==> config.mk <==
export PLATFORM = sky130hd
export DESIGN_NAME = frequency_counter_mc
export DESIGN_NICKNAME = d
export VERILOG_FILES = /design/src/rtl/frequency_counter_mc_pkg.sv /design/src/rtl/frequency_counter_mc_bcd_counter.sv /design/src/rtl/frequency_counter_mc.sv
export SDC_FILE = /design/constraint.sdc
export NUM_CORES = 1
export LEC_CHECK = 0
export BUFFER_PORTS_ARGS = -buffer_cell sky130_fd_sc_hd__buf_2
export CORE_ASPECT_RATIO = 0.75
export CORE_MARGIN = 2
export CORE_UTILIZATION = 60
export DETAILED_ROUTE_END_ITERATION = 10
export PLACE_DENSITY = 0.77
export SLEW_MARGIN = 20
export SYNTH_ARGS = -nofsm -noshare
export SYNTH_HDL_FRONTEND = slang
export SYNTH_SLANG_ARGS = --single-unit
==> constraint.sdc <==
create_clock -name clk -period 4.04 [get_ports clk]
set_input_delay 0.606 -clock clk [delete_from_list [all_inputs] [get_ports clk]]
set_output_delay 0.606 -clock clk [all_outputs]
set_load 0.02 [all_outputs]
==> src/rtl/frequency_counter_mc_pkg.sv <==
// -----------------------------------------------------------------------------
// freq_counter_pkg
// Shared types and constants for the multi-channel frequency counter.
//   bcd_digit_t  : one 4-bit BCD digit
//   fsm_state_t  : gate sequencer states (ARM, COUNT)
//   SEG_TABLE    : active-high 7-segment patterns for 0..9 (bit0=a .. bit6=g)
//   SEG_DASH     : "-" pattern shown for an overflowed channel
//   SEG_BLANK    : all segments off (non-decimal nibble)
//   seg_encode() : BCD digit -> segment pattern
// -----------------------------------------------------------------------------
package freq_counter_pkg;

   typedef logic [3:0] bcd_digit_t;

   typedef enum logic {
      ARM   = 1'b0,
      COUNT = 1'b1
   } fsm_state_t;

   localparam logic [6:0] SEG_DASH  = 7'h40;
   localparam logic [6:0] SEG_BLANK = 7'h00;

   // Entry n holds the pattern for digit n.
   localparam logic [9:0][6:0] SEG_TABLE = {
      7'h6F, 7'h7F, 7'h07, 7'h7D, 7'h6D,
      7'h66, 7'h4F, 7'h5B, 7'h06, 7'h3F
   };

   function automatic logic [6:0] seg_encode(input bcd_digit_t d);
      logic [6:0] seg;
      if (d > 4'd9) begin
         seg = SEG_BLANK;
      end else begin
         seg = SEG_TABLE[d];
      end
      return seg;
   endfunction

endpackage

==> src/rtl/frequency_counter_mc_bcd_counter.sv <==
// -----------------------------------------------------------------------------
// bcd_counter
// Saturating DIGITS-digit BCD event counter with a sticky overflow bit.
// Ports:
//   clk, reset        : clock, asynchronous active-high reset
//   clear_i           : zero the count and overflow (wins over inc_i)
//   inc_i             : count one event
//   count_next_o      : count value after this cycle's update
//   overflow_next_o   : overflow bit after this cycle's update
// The outputs expose the next-state view so the owner can capture a result
// that already includes an event arriving in the capture cycle.
// -----------------------------------------------------------------------------
module bcd_counter
   import freq_counter_pkg::*;
#(
   parameter int DIGITS = 2
) (
   input  logic                clk,
   input  logic                reset,
   input  logic                clear_i,
   input  logic                inc_i,
   output logic [DIGITS*4-1:0] count_next_o,
   output logic                overflow_next_o
);

   logic [DIGITS*4-1:0] count_q;
   logic [DIGITS*4-1:0] count_d;
   logic                overflow_q;
   logic                overflow_d;
   logic [DIGITS-1:0]   nine;
   logic [DIGITS-1:0]   carry;
   logic                saturated;

   // Once every digit is 9 the counter stops; further events only mark overflow.
   assign saturated = &nine;
   assign carry[0]  = inc_i & ~saturated;

   genvar gi;
   generate
      for (gi = 0; gi < DIGITS; gi++) begin : g_digit
         bcd_digit_t cur;
         assign cur      = count_q[gi*4 +: 4];
         assign nine[gi] = (cur == 4'd9);
         assign count_d[gi*4 +: 4] = clear_i  ? 4'd0 :
                                     carry[gi] ? (nine[gi] ? 4'd0 : cur + 4'd1) :
                                     cur;
         // Ripple carry into the next digit when this one wraps 9 -> 0.
         if (gi < DIGITS - 1) begin : g_carry
            assign carry[gi+1] = carry[gi] & nine[gi];
         end
      end
   endgenerate

   assign overflow_d = clear_i ? 1'b0 : (overflow_q | (inc_i & saturated));

   always_ff @(posedge clk or posedge reset) begin
      if (reset) begin
         count_q    <= '0;
         overflow_q <= 1'b0;
      end else begin
         count_q    <= count_d;
         overflow_q <= overflow_d;
      end
   end

   assign count_next_o    = count_d;
   assign overflow_next_o = overflow_d;

endmodule

==> src/rtl/frequency_counter_mc.sv <==
// -----------------------------------------------------------------------------
// frequency_counter_mc
// Counts rising edges on CHANNELS asynchronous inputs over a programmable gate
// of clk cycles, latches each count as DIGITS BCD digits and shows the selected
// channel on a multiplexed 7-segment display.
// Ports:
//   clk, reset    : clock, asynchronous active-high reset
//   signal        : inputs to measure (asynchronous)
//   period_load   : strobe; load period (values < 2 ignored), restarts the gate
//   period        : new gate length in clk cycles
//   channel_sel   : channel shown on the display (out of range -> channel 0)
//   segments      : active-high segments, bit0=a .. bit6=g
//   digit         : one-hot digit enable, bit0 = least significant digit
//   result_valid  : one-cycle pulse when new results are latched
//   overflow      : per-channel overflow flag of the latched result
// -----------------------------------------------------------------------------
module frequency_counter_mc
   import freq_counter_pkg::*;
#(
   parameter int  CHANNELS       = 2,
   parameter int  DIGITS         = 2,
   parameter int  PERIOD_W       = 16,
   parameter int  DEFAULT_PERIOD = 1000,
   parameter int  MUX_DIV_W      = 8,
   localparam int SEL_W          = (CHANNELS > 1) ? $clog2(CHANNELS) : 1
) (
   input  logic                clk,
   input  logic                reset,
   input  logic [CHANNELS-1:0] signal,
   input  logic                period_load,
   input  logic [PERIOD_W-1:0] period,
   input  logic [SEL_W-1:0]    channel_sel,
   output logic [6:0]          segments,
   output logic [DIGITS-1:0]   digit,
   output logic                result_valid,
   output logic [CHANNELS-1:0] overflow
);

   localparam int IDX_W = (DIGITS > 1) ? $clog2(DIGITS) : 1;
   localparam logic [SEL_W:0] CH_LIMIT = (SEL_W + 1)'(CHANNELS);

   // ---------------- input synchronisers and edge detect ----------------
   logic [CHANNELS-1:0] sync1_q, sync2_q, sync3_q;
   logic [CHANNELS-1:0] edge_det;

   always_ff @(posedge clk or posedge reset) begin
      if (reset) begin
         sync1_q <= '0;
         sync2_q <= '0;
         sync3_q <= '0;
      end else begin
         sync1_q <= signal;
         sync2_q <= sync1_q;
         sync3_q <= sync2_q;
      end
   end

   assign edge_det = sync2_q & ~sync3_q;

   // ---------------- gate sequencer ----------------
   fsm_state_t          state_q;
   logic [PERIOD_W-1:0] period_q;
   logic [PERIOD_W-1:0] gate_q;
   logic                result_valid_q;
   logic                load_ok;
   logic                gate_last;
   logic                latch;

   assign load_ok   = period_load && (period >= PERIOD_W'(2));
   assign gate_last = (state_q == COUNT) && (gate_q == period_q - PERIOD_W'(1));
   // A valid load in the final COUNT cycle discards the partial gate.
   assign latch     = gate_last & ~load_ok;

   always_ff @(posedge clk or posedge reset) begin
      if (reset) begin
         state_q        <= ARM;
         period_q       <= PERIOD_W'(DEFAULT_PERIOD);
         gate_q         <= '0;
         result_valid_q <= 1'b0;
      end else begin
         result_valid_q <= 1'b0;
         if (load_ok) begin
            period_q <= period;
            state_q  <= ARM;
         end else begin
            case (state_q)
               ARM: begin
                  gate_q  <= '0;
                  state_q <= COUNT;
               end
               COUNT: begin
                  gate_q <= gate_q + PERIOD_W'(1);
                  if (gate_last) begin
                     result_valid_q <= 1'b1;
                     state_q        <= ARM;
                  end
               end
               default: state_q <= ARM;
            endcase
         end
      end
   end

   // ---------------- per-channel counters and results ----------------
   logic                cnt_clear;
   logic [CHANNELS-1:0] cnt_inc;
   logic [DIGITS*4-1:0] cnt_next [CHANNELS];
   logic [CHANNELS-1:0] ovf_next;
   logic [DIGITS*4-1:0] result_q [CHANNELS];
   logic [CHANNELS-1:0] overflow_q;

   // Edges seen during ARM are dropped because clear dominates.
   assign cnt_clear = (state_q == ARM);
   assign cnt_inc   = edge_det & {CHANNELS{state_q == COUNT}};

   genvar gi;
   generate
      for (gi = 0; gi < CHANNELS; gi++) begin : g_chan
         bcd_counter #(
            .DIGITS (DIGITS)
         ) u_cnt (
            .clk             (clk),
            .reset           (reset),
            .clear_i         (cnt_clear),
            .inc_i           (cnt_inc[gi]),
            .count_next_o    (cnt_next[gi]),
            .overflow_next_o (ovf_next[gi])
         );
      end
   endgenerate

   always_ff @(posedge clk or posedge reset) begin
      if (reset) begin
         for (int c = 0; c < CHANNELS; c++) begin
            result_q[c] <= '0;
         end
         overflow_q <= '0;
      end else if (latch) begin
         for (int c = 0; c < CHANNELS; c++) begin
            result_q[c] <= cnt_next[c];
         end
         overflow_q <= ovf_next;
      end
   end

   // ---------------- display multiplexer ----------------
   logic [MUX_DIV_W-1:0] div_q;
   logic [IDX_W-1:0]     idx_q;
   logic [SEL_W-1:0]     sel_eff;
   logic [DIGITS*4-1:0]  sel_result;
   bcd_digit_t           cur_digit;
   logic [DIGITS-1:0]    digit_d;
   logic [6:0]           seg_d;
   logic [6:0]           seg_q;
   logic [DIGITS-1:0]    digit_q;

   assign sel_eff    = ({1'b0, channel_sel} < CH_LIMIT) ? channel_sel : '0;
   assign sel_result = result_q[sel_eff];

   always_comb begin
      cur_digit = '0;
      digit_d   = '0;
      for (int d = 0; d < DIGITS; d++) begin
         if (idx_q == IDX_W'(d)) begin
            cur_digit  = sel_result[d*4 +: 4];
            digit_d[d] = 1'b1;
         end
      end
      seg_d = overflow_q[sel_eff] ? SEG_DASH : seg_encode(cur_digit);
   end

   always_ff @(posedge clk or posedge reset) begin
      if (reset) begin
         div_q   <= '0;
         idx_q   <= '0;
         seg_q   <= SEG_TABLE[0];
         digit_q <= DIGITS'(1);
      end else begin
         div_q <= div_q + MUX_DIV_W'(1);
         if (&div_q) begin
            idx_q <= (idx_q == IDX_W'(DIGITS - 1)) ? '0 : idx_q + IDX_W'(1);
         end
         seg_q   <= seg_d;
         digit_q <= digit_d;
      end
   end

   assign segments     = seg_q;
   assign digit        = digit_q;
   assign result_valid = result_valid_q;
   assign overflow     = overflow_q;

endmodule
==> impl_metrics.json <==
{
  "drtAntennaViolNets": 0,
  "fmax_mhz": 320,
  "combPwrFrac": 0.095,
  "synth_top_area_cell": "dfrtp_1",
  "slew_headroom": 0.348,
  "r2r.worst_path.cells": 7,
  "die_h_um": 81.9,
  "worstMarginPinSlew_ns": 0.971,
  "hold_class": "input pin to flip-flop",
  "ctsResizeCount": 0,
  "synth_seq_cells": 94,
  "maxCapViolCount": 0,
  "grtUsageTotal": 0.236,
  "slew_viol_final": 0,
  "p_seq_frac": 0.553,
  "dr.pass1.iters": 6,
  "synth_nets": 474,
  "grt_pass1_wl_um": 16200,
  "slowest_delay_ns": 0.80,
  "finalSetupViolations": 0,
  "hold_depth": 1,
  "cp.arrival_ns": 3.37,
  "vias_per_cell": 6.03,
  "finalClockSkew_ns": 0.00941,
  "synth_ff_type": "dfrtp_1",
  "postPlaceCellArea_sq_um": 5130,
  "drive_gt1_frac": 0.230,
  "min-delay-start": "signal[1]",
  "power.density_nw_per_um2": 346,
  "finalCritPeriodShare": 0.773,
  "cts-root-buf": "clkbuf_8",
  "detailed_place_hpwl_um": 6890,
  "crit_type": "flip-flop to flip-flop",
  "status": "completed",
  "core_area_sq_um": 7880,
  "timing.rr.end": "result_q[13]$_DFFE_PP0P_",
  "cts_tree": "built",
  "p_clk_frac": 0.353,
  "syn_inst": 444,
  "end_kind": "flip-flop",
  "p_switching_uw": 498,
  "synthArstFlopShare": 1.00,
  "r2r-start": "period_q[5]$_DFFE_PP1P_",
  "cp_max_fo": 18,
  "period_minus_slack_ns": 3.12,
  "cts-htree-levels": 3,
  "cts.path.max_buffers": 2,
  "clk_pin_slew_ns": 0.10,
  "path_delay_family": "simple AND/OR/NAND/NOR gates",
  "p_int_uw": 1350,
  "yosys_warnings": 0,
  "numCtsBuffers": 9,
  "vias": 3537,
  "cts_setup_buffers": 0,
  "rows": 28,
  "grt_max_degree": 64,
  "routedWlPerCell_um": 16.4,
  "gp_congestion": 0.874,
  "multi_input_area_sq_um": 2360,
  "syn2layout_area_growth_pct": 10.1,
  "holdPathEnd": "sync1_q[1]$_DFF_PP0_",
  "tns_ns": 0,
  "start_util": 0.615,
  "wl_um": 9640,
  "final_area_sq_um": 5340,
  "synth_area_sq_um": 4850,
  "rsz0062_at_grt": "false",
  "avgSynthCellArea_sq_um": 10.9,
  "portBuffers": 33,
  "dr.first_iter.drc_count": 288,
  "synth_edf_count": 0,
  "crit_chain": "nor3_1, o21ai_0, a2111oi_0, o21ai_0, nor4_4, buf_4, mux2_2",
  "worstSkewPairLatency_ns": 0.36,
  "path_common_cell": "o21ai_0",
  "ys_top_cells_by_area": "dfrtp_1 42%, dfstp_2 7.0%, mux2_2 5.1%",
  "worstPathRequired_ns": 4.29,
  "peakVddDrop_v": 0.000311,
  "ios": 34,
  "cp_slowest_cell": "nor3_1",
  "gr-total-overflow": 0,
  "seqCellArea_sq_um": 2370,
  "grt_antenna_before_repair": 0,
  "grt_pass1_vias": 3283,
  "yosysTopAreaCellShare": 0.418,
  "yosysSeqAreaShare": 0.489,
  "die_w_um": 108,
  "synthDistinctLibCells": 53,
  "rrSetupSlack_ns": 0.92,
  "cp_num_buf_inv": 1,
  "cts_sinks": 94,
  "leakage_uw": 0.00231,
  "postCtsHoldBufs": 0,
  "drc": 0,
  "n_fill_cell": 570,
  "sw_frac_of_total": 0.270,
  "setup.worst_path.start_class": "flip-flop",
  "num-nets-final": 507,
  "hold_viol": 0,
  "synth_most_common_cell": "dfrtp_1",
  "dieArea_sq_um": 8820,
  "antenna_cells": 0,
  "yosys-top-cells-count": "81 x dfrtp_1, 29 x nand2_1, 23 x xnor2_1"
}
## logic make-up after synthesis
logic type               count (synthesis)  synth area share
flip-flops                              94             0.489
AO/OA/AOI/OAI                           83             0.115
adder cells (fa/ha/maj)                  8            0.0206
XOR/XNOR                                34            0.0614
AND/OR/NAND/NOR                        148             0.170
buffers and inverters                   34            0.0289
multiplexers                            43             0.115
## how the worst max path moves through the flow
stage / from / endpoint / cells past startpoint
floorplan: reset / digit[1]$_DFF_PP0_ / 1
global placement: period_q[5]$_DFFE_PP1P_ / result_q[9]$_DFFE_PP0P_ / 7
detailed placement: period_q[5]$_DFFE_PP1P_ / result_q[13]$_DFFE_PP0P_ / 7
CTS: period_q[5]$_DFFE_PP1P_ / result_q[13]$_DFFE_PP0P_ / 7
global route: period_q[5]$_DFFE_PP1P_ / result_q[13]$_DFFE_PP0P_ / 7
finish: period_q[5]$_DFFE_PP1P_ / result_q[13]$_DFFE_PP0P_ / 7
## cells in the final DEF (no fill, tap or decap), types with 8 or more instances in the layout
| cell type | count |
|---|---|
| dfrtp_1 | 81 |
| nor3_1 | 17 |
| nor2b_1 | 10 |
| ha_1 | 8 |
| a22o_1 | 13 |
| mux2_4 | 10 |
| xnor2_1 | 23 |
| o21ai_0 | 21 |
| and2_1 | 14 |
| inv_1 | 17 |
| mux2_2 | 22 |
| xor2_1 | 11 |
| dfstp_2 | 13 |
| clkbuf_8 | 9 |
| buf_2 | 33 |
| nand3_1 | 17 |
| nor2_1 | 17 |
| a21oi_1 | 15 |
| nand2_1 | 29 |
## metrics by stage
step	setup WS, ns	std cells	utilization	hold WS (ns)	power [uW]
6_report	0.919	587	0.677	0.344	1850
5_1_grt	0.647	587	0.677	0.320	1930
4_1_cts	0.948	587	0.677	0.328	1860
3_5_place_dp	0.966	571	0.651	0.335	1210
3_3_place_gp	0.995	571	0.651	0.333	1200
2_1_floorplan	1.01	444	-	0.331	1160
## layout make-up
type,count,area share
Clock inverter,6,0.0145
Inverter,18,0.0131
Clock buffer,10,0.0239
Multi-Input combinational cell,316,0.442
Sequential cell,94,0.444
Tap cell,105,0.0246
Timing Repair Buffer,38,0.0380
## power by group through the flow
stage | combinational, uW | clock [uW] | sequential [uW]
final | 175 | 651 | 1020
after global routing | 195 | 708 | 1030
after CTS | 173 | 668 | 1020
after detailed placement | 172 | 0 | 1040
after global placement | 166 | 0 | 1030
after floorplan | 138 | 0 | 1020
## metal layers
layer  global-route usage  share of wire  up-vias
li1                     -              -     1668
met1                0.351           0.50     1723
met2                0.343           0.43      125
met3               0.0579          0.057       21
met4               0.0679          0.015        0
met5                    0              0        -
## state kept, by name, summed over array words and instances, names as in the netlist
name	cells
digit	2
div_q	8
g_chan.u_cnt.count_q	16
g_chan.u_cnt.overflow_q	2
gate_q	16
idx_q	1
overflow	2
period_q	16
result_q	16
result_valid	1
segments	7
state_q	1
sync1_q	2
sync2_q	2
sync3_q	2
(Power assumes the default switching activity.)
